### src/rtl/dmem_arbiter_if.sv
// ---------------------------------------------------------------------------
// dmem_arbiter_if
// Bundles the CPU requester, the host/loader requester and the shared
// byte-lane data memory signals of dmem_arbiter.
//   cpu_* / host_*  : req, word addr, wdata, active-low per-lane wren (in),
//                     gnt and rdata (out)
//   mem_*           : addr, wdata, active-low wren (out), rdata (in)
//   busy            : high when either requester owns the memory
// Modports: slave  = the arbiter side
//           master = the requesters + memory side (testbench / SoC glue)
// ---------------------------------------------------------------------------
interface dmem_arbiter_if #(
  parameter int ADDR_W = 8
);
  logic              cpu_req;
  logic [ADDR_W-1:0] cpu_addr;
  logic [31:0]       cpu_wdata;
  logic [3:0]        cpu_wren;
  logic              cpu_gnt;
  logic [31:0]       cpu_rdata;

  logic              host_req;
  logic [ADDR_W-1:0] host_addr;
  logic [31:0]       host_wdata;
  logic [3:0]        host_wren;
  logic              host_gnt;
  logic [31:0]       host_rdata;

  logic [ADDR_W-1:0] mem_addr;
  logic [31:0]       mem_wdata;
  logic [3:0]        mem_wren;
  logic [31:0]       mem_rdata;

  logic              busy;

  modport slave (
    input  cpu_req, cpu_addr, cpu_wdata, cpu_wren,
    input  host_req, host_addr, host_wdata, host_wren,
    input  mem_rdata,
    output cpu_gnt, cpu_rdata, host_gnt, host_rdata,
    output mem_addr, mem_wdata, mem_wren, busy
  );

  modport master (
    output cpu_req, cpu_addr, cpu_wdata, cpu_wren,
    output host_req, host_addr, host_wdata, host_wren,
    output mem_rdata,
    input  cpu_gnt, cpu_rdata, host_gnt, host_rdata,
    input  mem_addr, mem_wdata, mem_wren, busy
  );
endinterface

### src/rtl/dmem_arbiter.sv
// ---------------------------------------------------------------------------
// dmem_arbiter
// Two-requester (CPU, host/loader) arbiter in front of a shared data memory
// built from four byte-lane RAMs with active-low lane write enables.
// The owner's address/data/enables pass combinationally to the memory and the
// owner alone sees mem_rdata; the idle bus drives zeros and no write.
//
// Ports:
//   clk   : single clock, all state changes on posedge
//   rstd  : asynchronous active-low reset
//   bus   : dmem_arbiter_if.slave (requester, grant, memory and busy signals)
// Parameters:
//   ADDR_W   : word address width
//   MAX_HOLD : owner cycles before a waiting requester may preempt (1..7)
// Build option:
//   ARB_ROUND_ROBIN_EN defined   -> round-robin ties and hold-limit preemption
//   ARB_ROUND_ROBIN_EN undefined -> fixed priority, CPU wins and preempts host
// ---------------------------------------------------------------------------
module dmem_arbiter #(
  parameter int ADDR_W   = 8,
  parameter int MAX_HOLD = 4
) (
  input logic          clk,
  input logic          rstd,
  dmem_arbiter_if.slave bus
);

  typedef enum logic [1:0] {
    IDLE     = 2'd0,
    OWN_CPU  = 2'd1,
    OWN_HOST = 2'd2
  } state_e;

  typedef enum logic {
    LAST_CPU  = 1'b0,
    LAST_HOST = 1'b1
  } owner_e;

  localparam logic [2:0] HOLD_SAT = 3'(MAX_HOLD);
`ifdef ARB_ROUND_ROBIN_EN
  // Preempting once the counter reaches MAX_HOLD-1 gives the owner exactly
  // MAX_HOLD cycles; ">=" also covers an owner whose counter already
  // saturated before the other side started requesting.
  localparam logic [2:0] HOLD_LAST = 3'(MAX_HOLD - 1);
`endif

  state_e r_state;
  state_e w_next;
  logic [2:0] r_hold;
  owner_e r_last_owner;

  logic w_cpu_own;
  logic w_host_own;
  logic [ADDR_W-1:0] w_mem_addr;
  logic [31:0] w_mem_wdata;
  logic [3:0] w_mem_wren;

  // -------------------------------------------------------------------------
  // Next-state selection
  // -------------------------------------------------------------------------
  always_comb begin
    // NOTE: every path starts from a default, so no latch can be inferred.
    w_next = r_state;
    case (r_state)
      IDLE: begin
        if (bus.cpu_req && bus.host_req) begin
`ifdef ARB_ROUND_ROBIN_EN
          w_next = (r_last_owner == LAST_CPU) ? OWN_HOST : OWN_CPU;
`else
          w_next = OWN_CPU;
`endif
        end else if (bus.cpu_req) begin
          w_next = OWN_CPU;
        end else if (bus.host_req) begin
          w_next = OWN_HOST;
        end
      end
      OWN_CPU: begin
        if (!bus.cpu_req) begin
          w_next = bus.host_req ? OWN_HOST : IDLE;
        end
`ifdef ARB_ROUND_ROBIN_EN
        else if (bus.host_req && (r_hold >= HOLD_LAST)) begin
          w_next = OWN_HOST;
        end
`endif
      end
      OWN_HOST: begin
`ifdef ARB_ROUND_ROBIN_EN
        if (!bus.host_req) begin
          w_next = bus.cpu_req ? OWN_CPU : IDLE;
        end else if (bus.cpu_req && (r_hold >= HOLD_LAST)) begin
          w_next = OWN_CPU;
        end
`else
        if (bus.cpu_req) begin
          w_next = OWN_CPU;
        end else if (!bus.host_req) begin
          w_next = IDLE;
        end
`endif
      end
      default: w_next = IDLE;
    endcase
  end

  // -------------------------------------------------------------------------
  // State, hold counter and last owner
  // -------------------------------------------------------------------------
  always_ff @(posedge clk or negedge rstd) begin
    if (!rstd) begin
      r_state      <= IDLE;
      r_hold       <= '0;
      r_last_owner <= LAST_HOST;
    end else begin
      // NOTE: non-blocking assignments so every register sees pre-edge values.
      r_state <= w_next;
      if (w_next != r_state) begin
        r_hold <= '0;
      end else if (r_hold != HOLD_SAT) begin
        r_hold <= r_hold + 3'd1;
      end
      r_last_owner <= (w_next == OWN_CPU)  ? LAST_CPU  :
                      (w_next == OWN_HOST) ? LAST_HOST : r_last_owner;
    end
  end

  // -------------------------------------------------------------------------
  // Grants decode registered state only; reset forces IDLE immediately, which
  // drops the grants and parks the memory bus in the same cycle.
  // -------------------------------------------------------------------------
  assign w_cpu_own  = (r_state == OWN_CPU);
  assign w_host_own = (r_state == OWN_HOST);

  always_comb begin
    w_mem_addr  = '0;
    w_mem_wdata = '0;
    w_mem_wren  = 4'b1111;
    if (w_cpu_own) begin
      w_mem_addr  = bus.cpu_addr;
      w_mem_wdata = bus.cpu_wdata;
      w_mem_wren  = bus.cpu_wren;
    end else if (w_host_own) begin
      w_mem_addr  = bus.host_addr;
      w_mem_wdata = bus.host_wdata;
      w_mem_wren  = bus.host_wren;
    end
  end

  assign bus.mem_addr   = w_mem_addr;
  assign bus.mem_wdata  = w_mem_wdata;
  assign bus.mem_wren   = w_mem_wren;
  assign bus.cpu_gnt    = w_cpu_own;
  assign bus.host_gnt   = w_host_own;
  assign bus.busy       = w_cpu_own | w_host_own;
  assign bus.cpu_rdata  = w_cpu_own  ? bus.mem_rdata : 32'd0;
  assign bus.host_rdata = w_host_own ? bus.mem_rdata : 32'd0;

endmodule
### src/flat_wrapper.sv
// flat-port wrapper written by rule: the top's interface ports become plain ports
module dmem_arbiter_flat 
#(
  parameter int ADDR_W   = 8,
  parameter int MAX_HOLD = 4
)
  (clk, rstd, bus_cpu_req, bus_cpu_addr, bus_cpu_wdata, bus_cpu_wren, bus_host_req, bus_host_addr, bus_host_wdata, bus_host_wren, bus_mem_rdata, bus_cpu_gnt, bus_cpu_rdata, bus_host_gnt, bus_host_rdata, bus_mem_addr, bus_mem_wdata, bus_mem_wren, bus_busy);
  dmem_arbiter_if #(.ADDR_W(ADDR_W)) bus_i ();
  input logic clk;
  input logic rstd;
  input wire logic [$bits(bus_i.cpu_req)-1:0] bus_cpu_req;
  input wire logic [$bits(bus_i.cpu_addr)-1:0] bus_cpu_addr;
  input wire logic [$bits(bus_i.cpu_wdata)-1:0] bus_cpu_wdata;
  input wire logic [$bits(bus_i.cpu_wren)-1:0] bus_cpu_wren;
  input wire logic [$bits(bus_i.host_req)-1:0] bus_host_req;
  input wire logic [$bits(bus_i.host_addr)-1:0] bus_host_addr;
  input wire logic [$bits(bus_i.host_wdata)-1:0] bus_host_wdata;
  input wire logic [$bits(bus_i.host_wren)-1:0] bus_host_wren;
  input wire logic [$bits(bus_i.mem_rdata)-1:0] bus_mem_rdata;
  output wire logic [$bits(bus_i.cpu_gnt)-1:0] bus_cpu_gnt;
  output wire logic [$bits(bus_i.cpu_rdata)-1:0] bus_cpu_rdata;
  output wire logic [$bits(bus_i.host_gnt)-1:0] bus_host_gnt;
  output wire logic [$bits(bus_i.host_rdata)-1:0] bus_host_rdata;
  output wire logic [$bits(bus_i.mem_addr)-1:0] bus_mem_addr;
  output wire logic [$bits(bus_i.mem_wdata)-1:0] bus_mem_wdata;
  output wire logic [$bits(bus_i.mem_wren)-1:0] bus_mem_wren;
  output wire logic [$bits(bus_i.busy)-1:0] bus_busy;
  assign bus_i.cpu_req = bus_cpu_req;
  assign bus_i.cpu_addr = bus_cpu_addr;
  assign bus_i.cpu_wdata = bus_cpu_wdata;
  assign bus_i.cpu_wren = bus_cpu_wren;
  assign bus_i.host_req = bus_host_req;
  assign bus_i.host_addr = bus_host_addr;
  assign bus_i.host_wdata = bus_host_wdata;
  assign bus_i.host_wren = bus_host_wren;
  assign bus_i.mem_rdata = bus_mem_rdata;
  assign bus_cpu_gnt = bus_i.cpu_gnt;
  assign bus_cpu_rdata = bus_i.cpu_rdata;
  assign bus_host_gnt = bus_i.host_gnt;
  assign bus_host_rdata = bus_i.host_rdata;
  assign bus_mem_addr = bus_i.mem_addr;
  assign bus_mem_wdata = bus_i.mem_wdata;
  assign bus_mem_wren = bus_i.mem_wren;
  assign bus_busy = bus_i.busy;
  dmem_arbiter #(.ADDR_W(ADDR_W), .MAX_HOLD(MAX_HOLD)) u_core (.clk(clk), .rstd(rstd), .bus(bus_i));
endmodule
### config.mk
export PLATFORM = sky130hd
export DESIGN_NAME = dmem_arbiter_flat
export DESIGN_NICKNAME = d
export VERILOG_FILES = /design/src/rtl/dmem_arbiter_if.sv /design/src/rtl/dmem_arbiter.sv /design/src/flat_wrapper.sv
export SDC_FILE = /design/constraint.sdc
export NUM_CORES = 1
export LEC_CHECK = 0
export ABC_AREA = 1
export CAP_MARGIN = 20
export CORE_AREA = 3 3 90 92
export DETAILED_ROUTE_END_ITERATION = 12
export DIE_AREA = 0 0 93 95
export PLACE_DENSITY = 0.81
export SLEW_MARGIN = 5
export SYNTH_ARGS = -nofsm -noshare
export SYNTH_HDL_FRONTEND = slang
export SYNTH_SLANG_ARGS = --single-unit
### constraint.sdc
create_clock -name clk -period 1.75 [get_ports clk]
set_input_delay 0.2625 -clock clk [delete_from_list [all_inputs] [get_ports clk]]
set_output_delay 0.2625 -clock clk [all_outputs]
set_load 0.005 [all_outputs]
==> impl_results.md <==
- Most frequent cells in the layout: 123 x clkdlybuf4s50_1, 69 x buf_2, 49 x inv_1
- IO Pins: 235
- Initial DRT Pass Iterations: 4
- CP Data Arrival Time: 1.70 ns
- Layout cell share with drive strength beyond 1: 0.4622
- Commonest non-fill, non-tap cell in the layout: clkdlybuf4s50_1
- Die area: 8835 sq um
- Core Region: 7292 sq um
- ANT nets after route: 0
- Clock skew: 0.0005220 ns
- Horiz. Die Dim: 93 microns
- Max Clock Freq: 509.0 MHz
- Worst Setup End Kind: output port
- Root buf cell: clkbuf_8
- #FFs+latches synth: 2
- Crit Path Class: flip-flop to output port
- Core Util, Final: 0.5781
- Synthesized area per cell: 5.542 sq um
- Initial antenna violation count: 0
- Routed WL per cell: 17.96 microns
- Hold Crit Class: primary input to asynchronous set/reset pin
- DRT Wirelength: 10.80 mm
- Hold slack final: 0.2217 ns
- Syn_nets: 348
- Register area share after synthesis: 0.04124
- NumNets Final: 633
- Num rows: 31
- Setup ws final: -0.2145 ns
- Die Y: 95 microns
- Post-DP Area: 3671 sq um
- Worst Tran Pin Value: 0.2176 ns
- Gpl congestion: 0.8188
- DRT iter0 DRCs: 72
- Final period util: 1.123
- Total grt overflow: 0
- CTS Buf Count: 3
- RSZ-0062 raised after global routing: yes
- Critical path peak fanout: 5
- Final Max Slew Viols: 0
- CTS Hold Bufs: 0
- Total number of vias: 2575
- CTS tree: built
- Pwr Density: 1209 nW/um^2
- Synth warn: 0
- IO buf count: 234
- First-pass GRT wire length: 14.08 mm
- Final setup violation count: 80
- Largest register FFs: 2
- Crit path required time: 1.49 ns
- Pleak: 2.511 nW
- Gate Count Post-Synth: 219
- Largest regs: u_core.r_state (2)
- Worst-path clk slew: 0.03 ns
- Clk sinks: 2
- # DRC: 0
- Post-synth cell types: 15
- Clock tree buffer depth: 2
- Pin count of the biggest net entering global routing: 27
- Worst VDD drop: 968.0 uV
- Post-route cell area: 4215 sq um
- Initial core utilization: 0.1664
- Area Growth Syn to Fin: 247.3%
- CP startpoint kind: flip-flop
- Max-Cap Viols: 0
- Reg2reg setup slack: 0.24 ns
- Hold Violations, Final: 0
- Vias in the first global route: 2478
- H-Tree Depth: 1
- Max-slew headroom: 0.8545
- Detail Placement HPWL: 6.979 mm
- Most flop-heavy register: u_core.r_state
- Period minus WS final: 1.964 ns
- Failing checks: negative setup slack
- Clock Latency Late Sink: 0.21 ns
- Vias per cell: 4.285
- Run status: complete, but fails checks
- Antenna Cells: 0
- Syn Std Cell Area: 1214 sq um
- Global Route Usage Sum: 0.2054
## worst max-delay path: stages (launching register included)
cell and delay (ns):
dfrtp_1 0.38, buf_6 0.13, ha_4 0.17, buf_8 0.13, buf_12 0.12, buf_16 0.12, buf_12 0.13, buf_6 0.12
nand2_2 0.05, inv_2 0.03, buf_2 0.11
## through the flow
stage,instances,TNS [ns],worst slack (ns),total power [mW]
4_1_cts,586,-14.05,-0.4320,4.426
6_report,601,-7.618,-0.2145,5.097
5_1_grt,601,-11.49,-0.2480,5.430
3_5_place_dp,547,-16.44,-0.2272,3.517
2_1_floorplan,219,0,0.2677,1.480
3_3_place_gp,547,-11.40,-0.1953,3.444
## where the power goes
part	internal [mW]	leakage [nW]	switching, mW	total [mW]
Combinational	2.84	2.47	1.98	4.82
Clock	0.146	0.0216	0.0368	0.182
Sequential	0.0679	0.0243	0.0267	0.0946
Total	3.06	2.51	2.04	5.10
## cells in the mapped netlist
| master | instances | share of area |
|---|---|---|
| a22o_1 | 40 | 0.29 |
| inv_2 | 1 | 0.0031 |
| buf_6 | 5 | 0.046 |
| dfrtp_1 | 2 | 0.041 |
| ha_1 | 5 | 0.052 |
| inv_1 | 69 | 0.21 |
| nand3_1 | 3 | 0.012 |
| a21oi_1 | 1 | 0.0041 |
| o22a_1 | 4 | 0.029 |
| nor3_1 | 1 | 0.0041 |
| buf_4 | 8 | 0.049 |
| nor2_4 | 1 | 0.0093 |
| nand2_1 | 75 | 0.23 |
| buf_2 | 3 | 0.012 |
| nor2_1 | 1 | 0.0031 |
## path summary, 6_finish.rpt
kind,start,endpoint,cells after the start
min in group clk,u_core.r_state[0],u_core.r_state[0],3
hold / removal,rstd,u_core.r_state[1],1
max in group asynchronous,rstd,u_core.r_state[0],1
hold reg to reg,u_core.r_state[0],u_core.r_state[0],3
setup / recovery,u_core.r_state[1],bus_host_rdata[19],10
setup reg to reg,u_core.r_state[0],u_core.r_state[0],9
## kinds of logic (layout without fill, tap and decap cells)
kind of cell,count (synthesis),in the layout,share of synthesized area
adders and majority gates,5,5,0.05155
DFF,2,2,0.04124
buffers and inverters,86,369,0.3247
AOI/OAI and AO/OA,45,45,0.3216
and+or+nand+nor,81,81,0.2608
## area by class of cell
cell class,instances,area [sq um]
Fill cell,656,3077
Inverter,70,275.3
Timing Repair Buffer,296,2791
Sequential cell,2,51.30
Multi-Input combinational cell,131,932.1
Clock buffer,3,41.29
Tap cell,99,123.9
## layer usage
metal	track usage	up-vias	wire length, microns
li1	-	1245	-
met5	0	-	0
met3	0.02789	14	705
met1	0.2527	1191	4264
met4	0.04029	0	123
met2	0.3809	125	5702
## what timing repair did
action,in CTS,in global routing
gates cloned,9,6
endpoints found under the setup margin,111,108
resized for setup,360,173
buffers inserted,27,15
pin swaps,3,15
(Power assumes the default switching activity.)
